<file path="src/rtl/display_pkg.sv">
// Shared types and constants for the seven-segment display path.
package display_pkg;
  typedef enum logic [1:0] {IDLE, LOAD, SHIFT, STORE} state_e;

  localparam int BCD_DIGITS = 3;
  localparam int NIB_W      = 4;
  localparam int BCD_W      = BCD_DIGITS * NIB_W;
  localparam logic [NIB_W-1:0] SAT_DIGIT = 4'd9;
endpackage

</file>
<file path="src/rtl/bcd_add3_shift.sv">
// One step of the shift-add-3 (double dabble) binary-to-BCD conversion.
// Layout of the accumulator: {hundreds, tens, ones, binary[VAL_W-1:0]}.
module bcd_add3_shift
  import display_pkg::*;
#(
  parameter int VAL_W = 8
) (
  input  logic [BCD_W+VAL_W-1:0] acc_i,
  output logic [BCD_W+VAL_W-1:0] acc_o
);
  logic [BCD_W+VAL_W-1:0] adj;

  // Correct every BCD nibble that would overflow past 9 after doubling, then shift.
  always_comb begin
    adj = acc_i;
    for (int d = 0; d < BCD_DIGITS; d++) begin
      if (acc_i[VAL_W + d*NIB_W +: NIB_W] >= 4'd5)
        adj[VAL_W + d*NIB_W +: NIB_W] = acc_i[VAL_W + d*NIB_W +: NIB_W] + 4'd3;
    end
    acc_o = adj << 1;
  end
endmodule

</file>
<file path="src/rtl/seg_bcd_scheduler.sv">
// Round-robin scheduler sharing one sequential BCD converter across four
// CPU output ports. A port is reconverted only when its 32-bit value differs
// from the snapshot taken at its last conversion, or when it has been
// invalidated (reset / force_in).
module seg_bcd_scheduler
  import display_pkg::*;
#(
  parameter int VAL_W = 8,
  parameter int NPORT = 4
) (
  input  logic        clock,
  input  logic        reset,
  input  logic [31:0] out_port0,
  input  logic [31:0] out_port1,
  input  logic [31:0] out_port2,
  input  logic [31:0] out_port3,
  input  logic        force_in,
  output logic [15:0] dig_h,
  output logic [15:0] dig_l,
  output logic [3:0]  dig_vld,
  output logic [3:0]  ovf,
  output logic        busy,
  output logic        done
);
  localparam int ACC_W = BCD_W + VAL_W;
  localparam logic [3:0] CNT_INIT = 4'(VAL_W);

  logic [NPORT-1:0][31:0] port_w;
  assign port_w = {out_port3, out_port2, out_port1, out_port0};

  state_e                    state_q, state_d;
  logic [1:0]                ptr_q, ptr_d;
  logic [3:0]                cnt_q, cnt_d;
  logic [ACC_W-1:0]          acc_q, acc_d, acc_step;
  logic [NPORT-1:0][31:0]    shadow_q, shadow_d;
  logic [NPORT-1:0][NIB_W-1:0] dig_h_q, dig_h_d, dig_l_q, dig_l_d;
  logic [NPORT-1:0]          vld_q, vld_d, ovf_q, ovf_d;
  logic                      busy_q, busy_d, done_q, done_d;
  logic                      need_work, hi;

  bcd_add3_shift #(.VAL_W(VAL_W)) u_step (
    .acc_i (acc_q),
    .acc_o (acc_step)
  );

  assign need_work = !vld_q[ptr_q] || (port_w[ptr_q] != shadow_q[ptr_q]);
  // Out of two-digit range: truncated high port bits or a hundreds digit.
  assign hi = (|shadow_q[ptr_q][31:VAL_W]) ||
              (acc_q[VAL_W + 2*NIB_W +: NIB_W] != '0);

  // Next-state, datapath and output register updates.
  always_comb begin
    state_d  = state_q;
    ptr_d    = ptr_q;
    cnt_d    = cnt_q;
    acc_d    = acc_q;
    shadow_d = shadow_q;
    dig_h_d  = dig_h_q;
    dig_l_d  = dig_l_q;
    vld_d    = vld_q;
    ovf_d    = ovf_q;
    done_d   = 1'b0;
    case (state_q)
      IDLE: begin
        if (need_work) state_d = LOAD;
        else           ptr_d   = ptr_q + 2'd1;
      end
      LOAD: begin
        shadow_d[ptr_q] = port_w[ptr_q];
        acc_d           = ACC_W'(port_w[ptr_q][VAL_W-1:0]);
        cnt_d           = CNT_INIT;
        state_d         = SHIFT;
      end
      SHIFT: begin
        acc_d = acc_step;
        cnt_d = cnt_q - 4'd1;
        if (cnt_q == 4'd1) state_d = STORE;
      end
      STORE: begin
        if (hi) begin
          dig_h_d[ptr_q] = SAT_DIGIT;
          dig_l_d[ptr_q] = SAT_DIGIT;
          ovf_d[ptr_q]   = 1'b1;
        end else begin
          dig_h_d[ptr_q] = acc_q[VAL_W + NIB_W +: NIB_W];
          dig_l_d[ptr_q] = acc_q[VAL_W +: NIB_W];
          ovf_d[ptr_q]   = 1'b0;
        end
        vld_d[ptr_q] = 1'b1;
        ptr_d        = ptr_q + 2'd1;
        done_d       = 1'b1;
        state_d      = IDLE;
      end
      default: state_d = IDLE;
    endcase
    // force_in overrides a same-cycle STORE valid; the digits still land.
    if (force_in) vld_d = '0;
    busy_d = (state_d != IDLE);
  end

  // State register with synchronous active-high reset.
  always_ff @(posedge clock) begin
    if (reset) begin
      state_q  <= IDLE;
      ptr_q    <= '0;
      cnt_q    <= '0;
      acc_q    <= '0;
      shadow_q <= '0;
      dig_h_q  <= '0;
      dig_l_q  <= '0;
      vld_q    <= '0;
      ovf_q    <= '0;
      busy_q   <= 1'b0;
      done_q   <= 1'b0;
    end else begin
      state_q  <= state_d;
      ptr_q    <= ptr_d;
      cnt_q    <= cnt_d;
      acc_q    <= acc_d;
      shadow_q <= shadow_d;
      dig_h_q  <= dig_h_d;
      dig_l_q  <= dig_l_d;
      vld_q    <= vld_d;
      ovf_q    <= ovf_d;
      busy_q   <= busy_d;
      done_q   <= done_d;
    end
  end

  assign dig_h   = dig_h_q;
  assign dig_l   = dig_l_q;
  assign dig_vld = vld_q;
  assign ovf     = ovf_q;
  assign busy    = busy_q;
  assign done    = done_q;
endmodule

</file>
<file path="config.mk">
export PLATFORM = sky130hd
export DESIGN_NAME = seg_bcd_scheduler
export DESIGN_NICKNAME = d
export VERILOG_FILES = /design/src/rtl/display_pkg.sv /design/src/rtl/bcd_add3_shift.sv /design/src/rtl/seg_bcd_scheduler.sv
export SDC_FILE = /design/constraint.sdc
export NUM_CORES = 1
export LEC_CHECK = 0
export CAP_MARGIN = 20
export CORE_UTILIZATION = 57
export DETAILED_ROUTE_END_ITERATION = 8
export HOLD_SLACK_MARGIN = 0.12
export PLACE_DENSITY = 0.93
export SLEW_MARGIN = 25
export SYNTH_ARGS = -nofsm -noshare
export SYNTH_HDL_FRONTEND = slang
export SYNTH_SLANG_ARGS = --single-unit
</file>
<file path="constraint.sdc">
create_clock -name clock -period 6.3 [get_ports clock]
set_input_delay 1.575 -clock clock [delete_from_list [all_inputs] [get_ports clock]]
set_output_delay 1.575 -clock clock [all_outputs]
set_load 0.02 [all_outputs]
</file>
# --- After elaboration in Yosys (flattened, before gate mapping) ---
# Cells that the tools add are included.
op_classes:
  add_sub_neg: 5
  n_lt_le_gt_ge: 5
  eq_ne: 6
  muxes: 29
  bitwise_logic: 9
  n_reduce_logical: 12
op_table:
  columns: ["operator", "n"]
  rows:
  - ["binary-select mux 32 bit (select 2 bit)", 2]
  - ["bitwise mux 128 bit", 1]
  - ["2-to-1 mux 32 bit", 3]
  - ["demux 32 bit (select 2 bit)", 1]
  - ["one-hot mux 20 bit (2 select lines)", 1]
  - ["bitwise mux 16 bit", 2]
  - ["2-to-1 mux 16 bit", 2]
  - ["inequality test 32 bit", 1]
  - ["OR reduction 24 bit", 1]
  - ["AND 8 bit", 2]
  - ["2-to-1 mux 4 bit", 4]
  - ["OR 8 bit", 2]
  - ["greater-or-equal comparator 4 x 3 -> 1 bit (second input constant)", 3]
  - ["adder 4 x 2 -> 4 bit (second input constant)", 2]
  - ["demux 4 bit (select 2 bit)", 1]
  - ["inverter 8 bit", 1]
  - ["OR 4 bit", 2]
  - ["one-hot mux 2 bit (4 select lines)", 1]
  - ["one-hot mux 4 bit (2 select lines)", 1]
  - ["2-to-1 mux 2 bit", 3]
  - ["nonzero test 2 bit", 3]
  - ["AND 4 bit", 1]
  - ["equality test 2 bit (second input constant)", 2]
  - ["equality test 4 x 1 -> 1 bit (second input constant)", 1]
  - ["other kinds (20)", 23]
word_totals:
  reg_bits: 198
  in_bits: 131
  output_inout_bits: 42
  wordCells: 86

# --- Depth between registers and ports, before layout ---
depth:
  word_depth: 7
  depth_mapped: 10
  ltp_nobuf: 8

# --- Modules after synthesis ---
# From an unflattened synthesis, not the netlist that was laid out.
hier_totals:
  hier_cells: 1062
  hier_area_um2: 9369.0
by_module_without_submodules:
  columns: ["mod", "instances", "cells_per_inst", "area_each_um2", "seq_area_each_um2"]
  rows:
  - ["seg_bcd_scheduler", 1, 1008, 9013.6, 3963.8]
  - ["bcd_add3_shift", 1, 54, 355.3, 0.0]

# --- Worst setup path before layout ---
# No wires, ideal clock.
synth_timing:
  kind: "input to register"
  from: "input out_port3[23]"
  to: "register ptr_q[0]"
  arrival_ns: 3.206
  required_ns: 6.177
  slack_ns: 2.971
  stages: 7
  n_path_buf: 0
  path_cell_list: "mux4_2 > xnor2_1 > nand4_1 > nor4_1 > nand4_1 > a2bb2oi_1 > mux2_1"
synth_between:
  elab_chain_cells: 6
synth_rtl:
  columns: ["item", "line", "text"]
  rows:
  - ["start, declared", "seg_bcd_scheduler.sv:16", "input logic [31:0] out_port3,"]
  - ["binary-select mux 32 bit (select 2 bit)", "seg_bcd_scheduler.sv:46", "assign need_work = !vld_q[ptr_q] || (port_w[ptr_q] != shadow_q[ptr_q]);"]
  - ["2-to-1 mux 32 bit", null, null]
  - ["inequality test 32 bit", "seg_bcd_scheduler.sv:46", null]
  - ["logical OR 1 bit", "seg_bcd_scheduler.sv:46", null]
  - ["inequality test 2 bit (no line)", null, null]
  - ["AND reduction 2 bit (no line)", null, null]
  - ["end signal, assigned", "seg_bcd_scheduler.sv:117", "ptr_q <= ptr_d;"]
  - ["end, declared", "seg_bcd_scheduler.sv:32", "logic [1:0] ptr_q, ptr_d;"]
# No other way between the ends. The select of a mux whose other input is x is not followed.
# A chain may end at the register's enable or synchronous reset.

# --- Worst setup path in the final report ---
layout_timing:
  from: "input out_port3[10]"
  to: "register ptr_q[0]"
# The elaborated chain is that of the path after synthesis.

==> flow_summary.json <==
{
  "critPathKind": "in -> reg",
  "cts_tree": "built",
  "portBuffers": 172,
  "clock-sinks": 198,
  "drt_iter0_markers": 1070,
  "yosysTopAreaCell": "dfxtp_1",
  "cts_root_buf": "clkbuf_16",
  "postCtsSetupRepairBufs": 0,
  "synth_top_area_frac": 0.426,
  "ant_nets": 0,
  "die_x_um": 130,
  "cp_data_arrival_time_ns": 4.17,
  "yosys_warnings": 0,
  "htree_levels": 4,
  "reg2reg_slack_ns": 2.54,
  "synth_most_common_cell": "nand2_1",
  "synth_common_cells": "nand2_1 (318), dfxtp_1 (198), a21oi_1 (156), mux4_2 (65), clkbuf_1 (61)",
  "synth-seq-area-share": 0.426,
  "final_net_count": 1316,
  "avgSynthCellArea_um2": 8.93,
  "design.die.area_um2": 16900,
  "synthArstFlopShare": 0,
  "fin_tns_setup_ns": 0,
  "io_pins": 173,
  "synth_nets": 1192,
  "slew_viol_final": 0,
  "netlist_instances": 1043,
  "cts.clk_slew.worst_paths_ns": 0.07,
  "finClkSkew_ns": 0.00655,
  "routabilityCongestion": 0.826,
  "grt_pass1_wl_um": 41600,
  "start_util": 0.584,
  "grt-ovfl-total": 0,
  "die_y_um": 130,
  "reg2reg_depth": 6,
  "path_max_fanout": 5,
  "required_ns": 6.63,
  "hold_slack_ns": 0.457,
  "fin_util": 0.731,
  "synth_ff_type": "dfxtp_1",
  "power.total_uw": 3120,
  "synth_area_um2": 9310,
  "fin_crit_sh": 0.610,
  "place_ws_ns": 2.17,
  "cts_buffer_depth": 2,
  "cp-startpoint": "out_port3[10]",
  "holdBufCountCts": 0,
  "gr-usage-all-layers": 0.322,
  "hold_viol": 0,
  "ys_seq_elements": 198,
  "core-area_um2": 15900,
  "rows": 46,
  "drive_gt1_frac": 0.106,
  "avgRoutedWirePerCell_um": 18.5,
  "viasPerCell": 6.15,
  "drc": 0,
  "p_leak_uw": 0.00379,
  "ir_worst_vdd_uv": 250,
  "setup_ws_ns": 2.45,
  "wirelength_um": 25900,
  "power.density_nw_per_um2": 268,
  "grt_pass1_vias": 8454,
  "area_growth_pct": 25.2,
  "synth_area_leaders": "dfxtp_1 (43%), mux4_2 (16%), nand2_1 (13%)",
  "worst_pin_slew_ns": 0.870,
  "maxCapViolCount": 0,
  "grt_antenna_before_repair": 0,
  "rsz0062_at_grt": "no",
  "synth_edf_count": 0,
  "timing.rr.end": "dig_l[0]$_SDFFE_PP0P_",
  "whs_path_depth": 2,
  "first_pass_iters": 6,
  "dpl.hpwl_um": 16600,
  "min_period_ns": 3.85,
  "worstSetupEndpoint": "ptr_q[0]$_SDFFE_PP0P_",
  "holdCritPathClass": "reg -> reg",
  "clkLatencyLatePin_ns": 0.44,
  "rr_startpoint": "ptr_q[0]$_SDFFE_PP0P_",
  "vias": 8586,
  "fmax_mhz": 260,
  "outcome": "finished clean",
  "finalSetupViolCount": 0,
  "max-slew-margin-rel": 0.420,
  "cts_resized": 0,
  "synth_cell_type_count": 41,
  "end_kind": "register",
  "grt_max_degree": 80,
  "cts_buffers": 17,
  "startpoint_type": "input port",
  "antenna_cells": 0
}
worst min path at each step:
stage	slack, ns	end	start
6_report	0.46	dig_l[9]$_SDFFE_PP0P_	dig_l[9]$_SDFFE_PP0P_
5_1_grt	0.47	shadow_q[98]$_SDFFE_PP0P_	shadow_q[98]$_SDFFE_PP0P_
4_1_cts	0.45	shadow_q[89]$_SDFFE_PP0P_	shadow_q[89]$_SDFFE_PP0P_
3_5_place_dp	0.45	shadow_q[89]$_SDFFE_PP0P_	shadow_q[89]$_SDFFE_PP0P_
3_3_place_gp	0.44	shadow_q[61]$_SDFFE_PP0P_	shadow_q[61]$_SDFFE_PP0P_
2_1_floorplan	0.43	shadow_q[64]$_SDFFE_PP0P_	shadow_q[64]$_SDFFE_PP0P_
flip-flops by register name, summed over array words and instances (netlist names), named ones only:
name / count
busy: 1
done: 1
shadow_q: 128
dig_vld: 4
dig_l: 16
cnt_q: 4
state_q: 2
ptr_q: 2
acc_q: 20
dig_h: 16
report_power, final:
group | switching, uW | internal [uW] | total (uW)
Clock | 503 | 599 | 1100
Combinational | 382 | 273 | 655
Sequential | 49.6 | 1320 | 1370
Total | 935 | 2190 | 3120
stage by stage:
stage / instance area (um2) / std cells
final: 11700 / 1396
after global routing: 11700 / 1396
after CTS: 11700 / 1396
after detailed placement: 11100 / 1364
after global placement: 11100 / 1364
after floorplan: 9310 / 1043
critical path, cell delays in order:
cell	delay (ns)
clkdlybuf4s50_1	0.40
mux4_2	0.54
xnor2_1	0.32
nand4_1	0.20
nor4_1	0.44
nand4_1	0.17
a2bb2oi_1	0.20
mux2_1	0.33
kinds of logic after synthesis:
group / after synthesis / synth area share
buffers and inverters: 96 / 0.0427
DFF: 198 / 0.426
and+or+nand+nor: 417 / 0.186
AOI/OAI and AO/OA: 210 / 0.127
xor gates and xnor gates: 37 / 0.0348
adders and majority gates: 18 / 0.0242
muxes: 67 / 0.159
cell type report:
type / instances / area [um2]
multi-input combinational: 749 / 4950
fill: 1037 / 4290
sequential: 198 / 3970
timing repair buffer: 185 / 1820
clock buffer: 18 / 439
tap: 216 / 270
clock inverter: 14 / 150
inverter: 16 / 60.1
per-layer routing:
metal	track usage	share of wire
met5	0	0
met4	0.158	0.037
met3	0.0668	0.086
met2	0.561	0.51
met1	0.379	0.36
cell usage in the layout, fill, tap and decap left out, types with 9 or more instances in the layout:
cell             count
nand2_1            318
ha_1                18
clkbuf_16           17
nor2_1              47
clkdlybuf4s50_1    171
a211oi_1            20
buf_4               14
a21oi_1            156
mux4_2              65
xnor2_1             20
xor2_1              17
nor3_1               9
inv_1               16
dfxtp_1            196
Power figures use the tool's default switching activity.
==> patch: new RTL, same settings <==
The package constant `BCD_DIGITS` goes from 3 to 6.
--- a/src/rtl/display_pkg.sv
+++ b/src/rtl/display_pkg.sv
@@ -2,7 +2,7 @@
 package display_pkg;
   typedef enum logic [1:0] {IDLE, LOAD, SHIFT, STORE} state_e;
 
-  localparam int BCD_DIGITS = 3;
+  localparam int BCD_DIGITS = 6;
   localparam int NIB_W      = 4;
   localparam int BCD_W      = BCD_DIGITS * NIB_W;
   localparam logic [NIB_W-1:0] SAT_DIGIT = 4'd9;
Check against the original RTL: no difference found for any inputs over 10 cycles, from zero or initial values and one cycle with reset high; that may be too few to reach the edited logic, so the function may still have changed.
==> patch against the unedited design <==
Final area shrank 0.45%. Setup slack lost 0.10 ns. Non-clock buffer count is the same. Final cell count shrank 0.29%. Highest routed layer unchanged. Area after synthesis grew 0.21%. Largest cell class unchanged. Critical path type unchanged. Routed wire length grew 2.3%. Total power grew 11%. Synthesized cell count shrank 0.19%. Count of clock-buffer cells in the layout grew 4. Sequential cell count is the same. Sequential power grew 3%. Utilization shrank 0.33 points. Critical path depth is the same. Critical endpoint is now busy. Fmax shrank 2.5%.
==> patch: results (changes against the unedited design) <==
| Metric | Value |
|---|---|
| WL/cell | 19.0 um (+2.6%) |
| Clock slew seen by the registers of the worst setup and hold paths | 0.07 ns (about the same) |
| Post-place setup slack | 1.95 ns (-0.222 ns) |
| Largest net degree at the start of global routing | 100 (+25%) |
| Flop2flop setup slack | 2.48 ns (-0.06 ns) |
| YS warnings | 0 (unchanged) |
| Vias | 8527 (-0.69%) |
| Fmax achieved | 253 MHz (-2.5%) |
| Max VDD drop | 237 uV (-5.3%) |
| Post-DP Area | 11100 um2 (about the same) |
| Yosys cell types | 38 (-7.3%) |
| LEAKAGE | 3.82 nW (+0.66%) |
| Critical path's top delay family | simple AND/OR/NAND/NOR gates |
| Fillers | 1089 (+5.0%) |
| Iter 0 DRT Violations | 848 (-21%) |
| Global-route wire length before repair | 42200 um (+1.3%) |
| Status | finished, final reports clean |
| Worst Max-Slew Pin Slew | 1.02 ns (+0.148 ns) |
| Register area share after synthesis | 42.5% (-0.091 points) |
| Most area-consuming cells after synthesis | dfxtp_1 (42%), mux4_2 (16%), nand2_1 (13%) |
| Commonest cells post-synth | nand2_1 (319), dfxtp_1 (198), a21oi_1 (155), mux4_2 (65), clkbuf_1 (57) |
| Worst-Skew Late Latency | 0.45 ns |
| Hpwl dp | 17500 um (+5.4%) |
| Fin Hold WS | 0.455 ns (-0.00233 ns) |
| Post-Syn Nets | 1190 (-0.17%) |
| Internal power | 2.30 mW (+5.0%) |
| Nets@finish | 1314 (-0.15%) |
| Routability cong. | 0.826 (unchanged) |
| DR pass1 iterations | 5 (-1) |
| H-tree depth | 4 (unchanged) |
| Setup Skew | 0.0111 ns (+0.00453 ns) |
| CP Data Arrival Time | 4.27 ns (+0.10 ns) |
| Vias in the first global route | 8629 (+2.1%) |
| Max incr delay on CP | 0.56 ns (+0.02 ns) |
| Crit Path Max Fanout | 6 (+1) |
| Total Routing Usage GR | 33.1% (+0.91 points) |
[patch: tightest hold or removal path, cell delays in order (launching register included)]
cell and delay, ns:
dfxtp_1 0.31, nand2_1 0.05, a21oi_1 0.05
[patch: per-stage QoR]
stage | total power, mW | util, % | cells
CTS | 3.44 | 72.8 | 1392
finish | 3.47 | 72.8 | 1392
floorplan | 2.11 | - | 1041
global route | 3.60 | 72.8 | 1392
detailed placement | 2.43 | 69.4 | 1362
global placement | 2.39 | 69.4 | 1362
[patch: cell families after synthesis]
kind of cell	synth area share, %
AOI/OAI and AO/OA	12.5
DFF	42.5
xor gates and xnor gates	3.47
muxes	16.0
buffers and inverters	4.42
adders and majority gates	2.41
and+or+nand+nor	18.7
[patch: metal layers]
layer | track usage (%) | up-vias | part of all wire (%)
met1 | 37.2 | 4082 | 36
met2 | 56.6 | 507 | 51
met4 | 19.8 | 0 | 4.3
met5 | 0 | - | 0
li1 | - | 3832 | -
met3 | 8.82 | 106 | 9.2
[patch: path summary, 6_finish.rpt]
kind / startpoint / to / cells past startpoint
max: out_port3[3] / busy / 8
min: shadow_q[48] / shadow_q[48] / 2
max reg2reg: ptr_q[1] / busy / 8
min reg2reg: shadow_q[48] / shadow_q[48] / 2
[patch: power by group through the flow]
stage                     logic, mW  registers (mW)  clock network (mW)
final                          1.02            1.41                1.03
after floorplan               0.679            1.43                   0
after detailed placement      0.990            1.44                   0
after global routing           1.09            1.42                1.09
after CTS                      1.00            1.41                1.03
after global placement        0.964            1.43                   0
[patch: layout make-up]
type	count	share of cell area, %
inverters	14	0.453
clock buffers	22	4.00
multi-input cells	749	42.7
flip-flops and latches	198	34.2
repair buffers	185	15.7
well taps	216	2.33
clock inverters	8	0.647
